File: src/rtl/loop_pkg.sv
// Shared types and helpers for the single-track looper stage.
// Optional feature macro: LOOP_OVERDUB_EN (layer live input onto the loop in play mode).
package loop_pkg;

    typedef enum logic [2:0] {
        S_IDLE,
        S_READ,
        S_LATCH,
        S_WRITE,
        S_DONE
    } state_t;

    typedef enum logic [1:0] {
        M_PASS,
        M_REC,
        M_PLAY
    } mode_t;

    localparam logic [2:0]  CODE_REC      = 3'd3;
    localparam logic [2:0]  CODE_PLAY     = 3'd4;
    localparam logic [19:0] LOOP_BASE_DEF = 20'h80000;
    localparam logic [19:0] MAX_LEN_DEF   = 20'h7FFFF;

    function automatic logic [15:0] sat16(input logic signed [17:0] v);
        if (v > 18'sd32767)
            return 16'h7FFF;
        else if (v < -18'sd32768)
            return 16'h8000;
        else
            return v[15:0];
    endfunction

    function automatic mode_t decode_mode(input logic [2:0] code);
        if (code == CODE_REC)
            return M_REC;
        else if (code == CODE_PLAY)
            return M_PLAY;
        else
            return M_PASS;
    endfunction

endpackage

File: src/rtl/loop_mix_sat.sv
// Gain-scaled saturating add: y = sat16(a + (b * gain) >>> 3).
// Shared by the playback mix and the overdub write-back (LOOP_OVERDUB_EN).
module loop_mix_sat
    import loop_pkg::*;
(
    input  logic [15:0] a_i,
    input  logic [15:0] b_i,
    input  logic [3:0]  gain_i,
    output logic [15:0] y_o
);

    logic signed [18:0] prod;
    logic signed [17:0] scaled;
    logic signed [17:0] sum;

    // gain is 1..8, so the product always fits 19 bits signed
    assign prod   = $signed({{3{b_i[15]}}, b_i}) * $signed({15'd0, gain_i});
    assign scaled = 18'(prod >>> 3);
    assign sum    = $signed({{2{a_i[15]}}, a_i}) + scaled;
    assign y_o    = sat16(sum);

endmodule

File: src/rtl/loop_station.sv
// Single-track looper: records to the SRAM loop region, plays back mixed with live input.
// Define LOOP_OVERDUB_EN to write sat16(loop + live/2) back to the loop during play.
module loop_station
    import loop_pkg::*;
#(
    parameter logic [19:0] LOOP_BASE = LOOP_BASE_DEF,
    parameter logic [19:0] MAX_LEN   = MAX_LEN_DEF
) (
    input  logic        i_AUD_BCLK,
    input  logic        i_rst_n,
    input  logic        i_valid,
    input  logic [15:0] i_data,
    input  logic [2:0]  i_state,
    input  logic [2:0]  i_level,
    input  logic [15:0] i_sram_rdata,
    output logic [19:0] o_sram_addr,
    output logic        o_sram_we_n,
    output logic [15:0] o_sram_wdata,
    output logic        o_record_finish,
    output logic [15:0] o_data,
    output logic        o_valid
);

    state_t      state_q, state_d;
    mode_t       mode_q, mode_in;
    logic [15:0] sample_q;
    logic [2:0]  level_q;
    logic [15:0] loop_smp_q;
    logic [15:0] o_data_q;
    logic [19:0] wr_ptr_q;
    logic [19:0] play_ptr_q;
    logic [19:0] loop_len_q;
    logic        cap_q;

    logic        rd_en;
    logic        rec_wr;
    logic        rec_last;
    logic [3:0]  gain;
    logic [15:0] mix_out;
    logic [19:0] addr;
    logic        we_n;
    logic [15:0] wdata;

    assign mode_in  = decode_mode(i_state);
    assign rd_en    = (mode_q == M_PLAY) && (loop_len_q != '0);
    assign rec_wr   = (mode_q == M_REC) && !cap_q;
    assign rec_last = (wr_ptr_q == MAX_LEN - 20'd1);
    assign gain     = {1'b0, level_q} + 4'd1;

    loop_mix_sat u_mix (
        .a_i    (sample_q),
        .b_i    (loop_smp_q),
        .gain_i (gain),
        .y_o    (mix_out)
    );

`ifdef LOOP_OVERDUB_EN
    logic [15:0] od_out;

    // gain 4 turns (b*4)>>>3 into b>>>1
    loop_mix_sat u_od (
        .a_i    (loop_smp_q),
        .b_i    (sample_q),
        .gain_i (4'd4),
        .y_o    (od_out)
    );
`endif

    always_ff @(posedge i_AUD_BCLK or negedge i_rst_n) begin
        if (!i_rst_n)
            state_q <= S_IDLE;
        else
            state_q <= state_d;
    end

    // SRAM port is decoded from state so reset releases it immediately
    always_comb begin
        state_d = state_q;
        addr    = '0;
        we_n    = 1'b1;
        wdata   = '0;
        unique case (state_q)
            S_IDLE: begin
                if (i_valid)
                    state_d = S_READ;
            end
            S_READ: begin
                state_d = S_LATCH;
                if (rd_en)
                    addr = LOOP_BASE + play_ptr_q;
            end
            S_LATCH: begin
                state_d = S_WRITE;
            end
            S_WRITE: begin
                state_d = S_DONE;
                if (rec_wr) begin
                    addr  = LOOP_BASE + wr_ptr_q;
                    we_n  = 1'b0;
                    wdata = sample_q;
                end
`ifdef LOOP_OVERDUB_EN
                else if (rd_en) begin
                    addr  = LOOP_BASE + play_ptr_q;
                    we_n  = 1'b0;
                    wdata = od_out;
                end
`endif
            end
            S_DONE: begin
                state_d = S_IDLE;
            end
            default: begin
                state_d = S_IDLE;
            end
        endcase
    end

    always_ff @(posedge i_AUD_BCLK or negedge i_rst_n) begin
        if (!i_rst_n) begin
            sample_q   <= '0;
            level_q    <= '0;
            mode_q     <= M_PASS;
            loop_smp_q <= '0;
            o_data_q   <= '0;
            wr_ptr_q   <= '0;
            play_ptr_q <= '0;
            loop_len_q <= '0;
            cap_q      <= 1'b0;
        end else begin
            if (state_q == S_IDLE && i_valid) begin
                sample_q <= i_data;
                level_q  <= i_level;
                mode_q   <= mode_in;
                if (mode_in == M_REC && mode_q != M_REC) begin
                    wr_ptr_q   <= '0;
                    loop_len_q <= '0;
                    cap_q      <= 1'b0;
                end else if (mode_in != M_REC && mode_q == M_REC) begin
                    loop_len_q <= cap_q ? MAX_LEN : wr_ptr_q;
                    play_ptr_q <= '0;
                end
            end
            if (state_q == S_LATCH)
                loop_smp_q <= rd_en ? i_sram_rdata : '0;
            if (state_q == S_WRITE)
                o_data_q <= mix_out;
            if (state_q == S_DONE) begin
                if (rec_wr) begin
                    if (rec_last)
                        cap_q <= 1'b1;
                    else
                        wr_ptr_q <= wr_ptr_q + 20'd1;
                end
                if (rd_en) begin
                    if (play_ptr_q == loop_len_q - 20'd1)
                        play_ptr_q <= '0;
                    else
                        play_ptr_q <= play_ptr_q + 20'd1;
                end
            end
        end
    end

    assign o_sram_addr     = addr;
    assign o_sram_we_n     = we_n;
    assign o_sram_wdata    = wdata;
    assign o_data          = o_data_q;
    assign o_valid         = (state_q == S_DONE);
    assign o_record_finish = (state_q == S_DONE) && rec_wr && rec_last;

endmodule

File: config.mk
export PLATFORM = sky130hd
export DESIGN_NAME = loop_station
export DESIGN_NICKNAME = d
export VERILOG_FILES = /design/src/rtl/loop_pkg.sv /design/src/rtl/loop_mix_sat.sv /design/src/rtl/loop_station.sv
export SDC_FILE = /design/constraint.sdc
export NUM_CORES = 1
export LEC_CHECK = 0
export BUFFER_PORTS_ARGS = -buffer_cell sky130_fd_sc_hd__clkbuf_2
export CORE_MARGIN = 2
export CORE_UTILIZATION = 45
export DETAILED_ROUTE_END_ITERATION = 6
export REMOVE_ABC_BUFFERS = 1
export SLEW_MARGIN = 25
export SYNTH_ARGS = -nofsm -noshare
export SYNTH_HDL_FRONTEND = slang
export SYNTH_SLANG_ARGS = --single-unit
File: constraint.sdc
create_clock -name i_AUD_BCLK -period 9.95 [get_ports i_AUD_BCLK]
set_input_delay 0.4975 -clock i_AUD_BCLK [delete_from_list [all_inputs] [get_ports i_AUD_BCLK]]
set_output_delay 0.4975 -clock i_AUD_BCLK [all_outputs]
set_load 0.005 [all_outputs]
==> out/metrics.yaml <==
swShare_pct: 44.7
crit_required_ns: 10.22
synth_most_common_cell: "dfrtp_1"
peakVddDrop_uv: 143
m1WireLength_um: 12100
ios: 96
crit_path_end_kind: "register"
post-dp-hpwl_um: 16500
finClkSkew_ns: 0.0128
grt_start_max_net_pins: 62
drc_errors: 0
intPower_mw: 1.97
critPathKind: "reg2reg"
wirelength_um: 22500
hold_path_class: "in2async"
gp_congestion: 0.853
grt_pass1_wl_um: 37700
worst_slew_pin_slew_ns: 0.973
drv_slew: 0
async_reset_ff_share_pct: 100
portBuffers: 95
cts_tree: "done"
post_cts_resized: 0
area_growth_pct: 14.9
seq_area_um2: 2930
syn_inst: 1022
ys_warn_count: 0
final_nets: 1234
total_leakage_power_nw: 4.94
grt_antenna_before_repair: 0
crit_start: "level_q[0]"
layout-drive-gt1-share_pct: 16.5
nFillCells: 1870
cts_buffers: 17
r2r_cells: 25
fin_crit_ns: 7.18
ys_seq_area_share_pct: 31.8
vias: 7448
combPwrFrac_pct: 52.5
setup_viol: 0
rr_startpoint: "level_q[0]"
pwr-share-seq_pct: 28.9
row_count: 52
rrSetupSlack_ns: 2.77
post_drt_wl_per_cell_um: 16.2
ys_seq_elements: 117
worstPathMaxFanout: 20
synth_top_cell_area_share_pct: 31.8
post_synth_instance_area_um2: 9200
clkPwrFrac_pct: 18.5
fmaxAchievable_mhz: 139
via_per_inst: 5.38
dpl_worst_slack_ns: 2.56
status: "finished, final reports clean"
htreeDepth: 4
dieHeight_um: 147
cts.sinks: 117
period_share_pct: 72.2
synth_enable_flop_cells: 0
multi_input_area_um2: 5850
synth_area_per_cell_um2: 9.00
clk_latency_ns: 0.43
gr-usage-all-layers_pct: 21.7
setup_tns_ns: 0
postCtsSetupBuffers: 0
antenna_left: 0
hold_buffers: 0
cp-start-kind: "register"
clk_pin_slew_ns: 0.06
hold_viol: 0
drt_iter0_drc: 487
arrival_ns: 7.45
core_um2: 20200
dieArea_um2: 21600
synthTopCellsByCount: "dfrtp_1 (117), nand2_1 (104), nor2_1 (75), inv_1 (70), ha_1 (59)"
met2_wirelength_um: 9070
drt-pass1-iter-count: 5
cts_buffer_depth: 2
routed.top_layer: "met4"
slew_headroom_pct: 35.2
rsz0062_at_grt: "no"
regToRegEndpoint: "o_data[1]"
maxCapViolations: 0
wl_met3_um: 1040
yosys-top-cells-area: "dfrtp_1 (32%), ha_1 (8.0%), fa_1 (6.7%), nand2_1 (4.2%), xnor2_1 (4.1%)"
cts_root_buf: "clkbuf_16"
yosysTopAreaCell: "dfrtp_1"
grt_overflow_total: 0
fin_ws_ns: 2.77
initial_core_util_pct: 45.6
n_antenna_cell: 0
powerDensity_nw_per_um2: 337
synthDistinctLibCells: 69
grt_pass1_vias: 7160
p_switching_mw: 1.59
die_width_um: 147
synthFlopType: "dfrtp_1"
==> metal layers <==
metal  vias to the layer above  GRT usage, %
li1                       3751             -
met1                      3505          34.6
met2                       173          30.2
met3                        19          3.45
met4                         0          5.77
met5                         -             0
==> metrics by stage <==
step                hold WS, ns  std cells  total power [mW]  util (%)  area [um^2]
floorplan                 0.202        979              2.36         -         9010
global placement          0.487       1353              2.87      49.2         9920
detailed placement        0.491       1353              2.89      49.2         9920
CTS                       0.178       1384              3.57      52.2        10500
global route              0.215       1385              3.89      52.4        10600
finish                    0.140       1385              3.56      52.4        10600
==> power by group through the flow <==
stage	clock (mW)	combinational, mW	sequential (mW)
finish	0.660	1.87	1.03
global route	0.687	2.13	1.07
CTS	0.668	1.88	1.03
detailed placement	0	1.86	1.03
global placement	0	1.84	1.03
floorplan	0	1.45	0.919
==> worst max-delay path, stage by stage (launching register included) <==
cell	delay, ns
dfrtp_1	0.58
ha_1	0.35
xor2_1	0.15
buf_4	0.18
and2_1	0.17
ha_1	0.27
inv_1	0.05
fa_1	0.50
fa_1	0.54
inv_1	0.04
ha_1	0.34
a21oi_1	0.14
o31ai_1	0.12
a21oi_1	0.29
o211ai_1	0.17
a2111oi_0	0.59
or2_2	0.22
xnor2_1	0.11
ha_1	0.29
a21oi_1	0.19
o21ai_0	0.12
a21oi_1	0.32
o311a_1	0.26
mux2_2	0.35
a21oi_2	0.51
a211oi_1	0.16
==> logic make-up after synthesis <==
| family | Yosys count | synth area share, % |
|---|---|---|
| xor gates and xnor gates | 69 | 6.72 |
| DFF | 117 | 31.8 |
| buffers and inverters | 113 | 4.96 |
| adders and majority gates | 90 | 14.8 |
| and+or+nand+nor | 390 | 22.1 |
| muxes | 26 | 3.11 |
| AOI/OAI and AO/OA | 217 | 16.5 |
==> registers in the layout, summed over array words and instances, names as in the netlist <==
register    cells
o_data         16
loop_len_q     20
loop_smp_q     16
level_q         3
state_q         3
cap_q           1
play_ptr_q     20
sample_q       16
mode_q          2
wr_ptr_q       20
==> worst max-delay path by stage <==
| stage | endpoint | slack (ns) |
|---|---|---|
| 2_1_floorplan | o_data[0] | 3.34 |
| 3_3_place_gp | o_data[14] | 2.59 |
| 3_5_place_dp | o_data[1] | 2.56 |
| 4_1_cts | o_data[1] | 2.47 |
| 5_1_grt | o_data[6] | 2.22 |
| 6_report | o_data[1] | 2.77 |
==> final cells by class <==
cell class	instances	share of cell area, %
clock inverter	9	1.43
timing repair buffer	105	5.42
tap	270	3.20
inverter	70	2.49
clock buffer	22	4.39
multi-input combinational	792	55.4
sequential	117	27.7
==> placed cells by master, fill, tap and decap left out, types with 5 or more instances in the layout <==
cell type  netlist  final
a211oi_1        16     16
a21o_1           9      9
a21oi_1         30     29
a21oi_2         10     11
a22o_1          23     23
a31oi_1         15     15
and2_1          50     50
and3_1          28     28
and4_1           7      7
buf_4            0     10
clkbuf_16        0     17
clkbuf_2         0     94
dfrtp_1        117    117
fa_1            31     31
ha_1            59     59
inv_1           70     70
mux2_2          21     21
mux2i_1          5      5
nand2_1        104    104
nand2b_1        21     21
nand3_1         28     28
nand3b_1         5      5
nand4_1          9      9
nor2_1          75     75
nor2b_1          8      8
nor3_1          12     11
nor4_1           6      6
o211ai_1         5      5
o21ai_0         51     51
o31ai_1         26     26
or2_2            5      5
or2b_1           6      6
or3_1            5      5
xnor2_1         43     43
xor2_1          25     25
No activity file was read; power rests on OpenSTA's default activity.
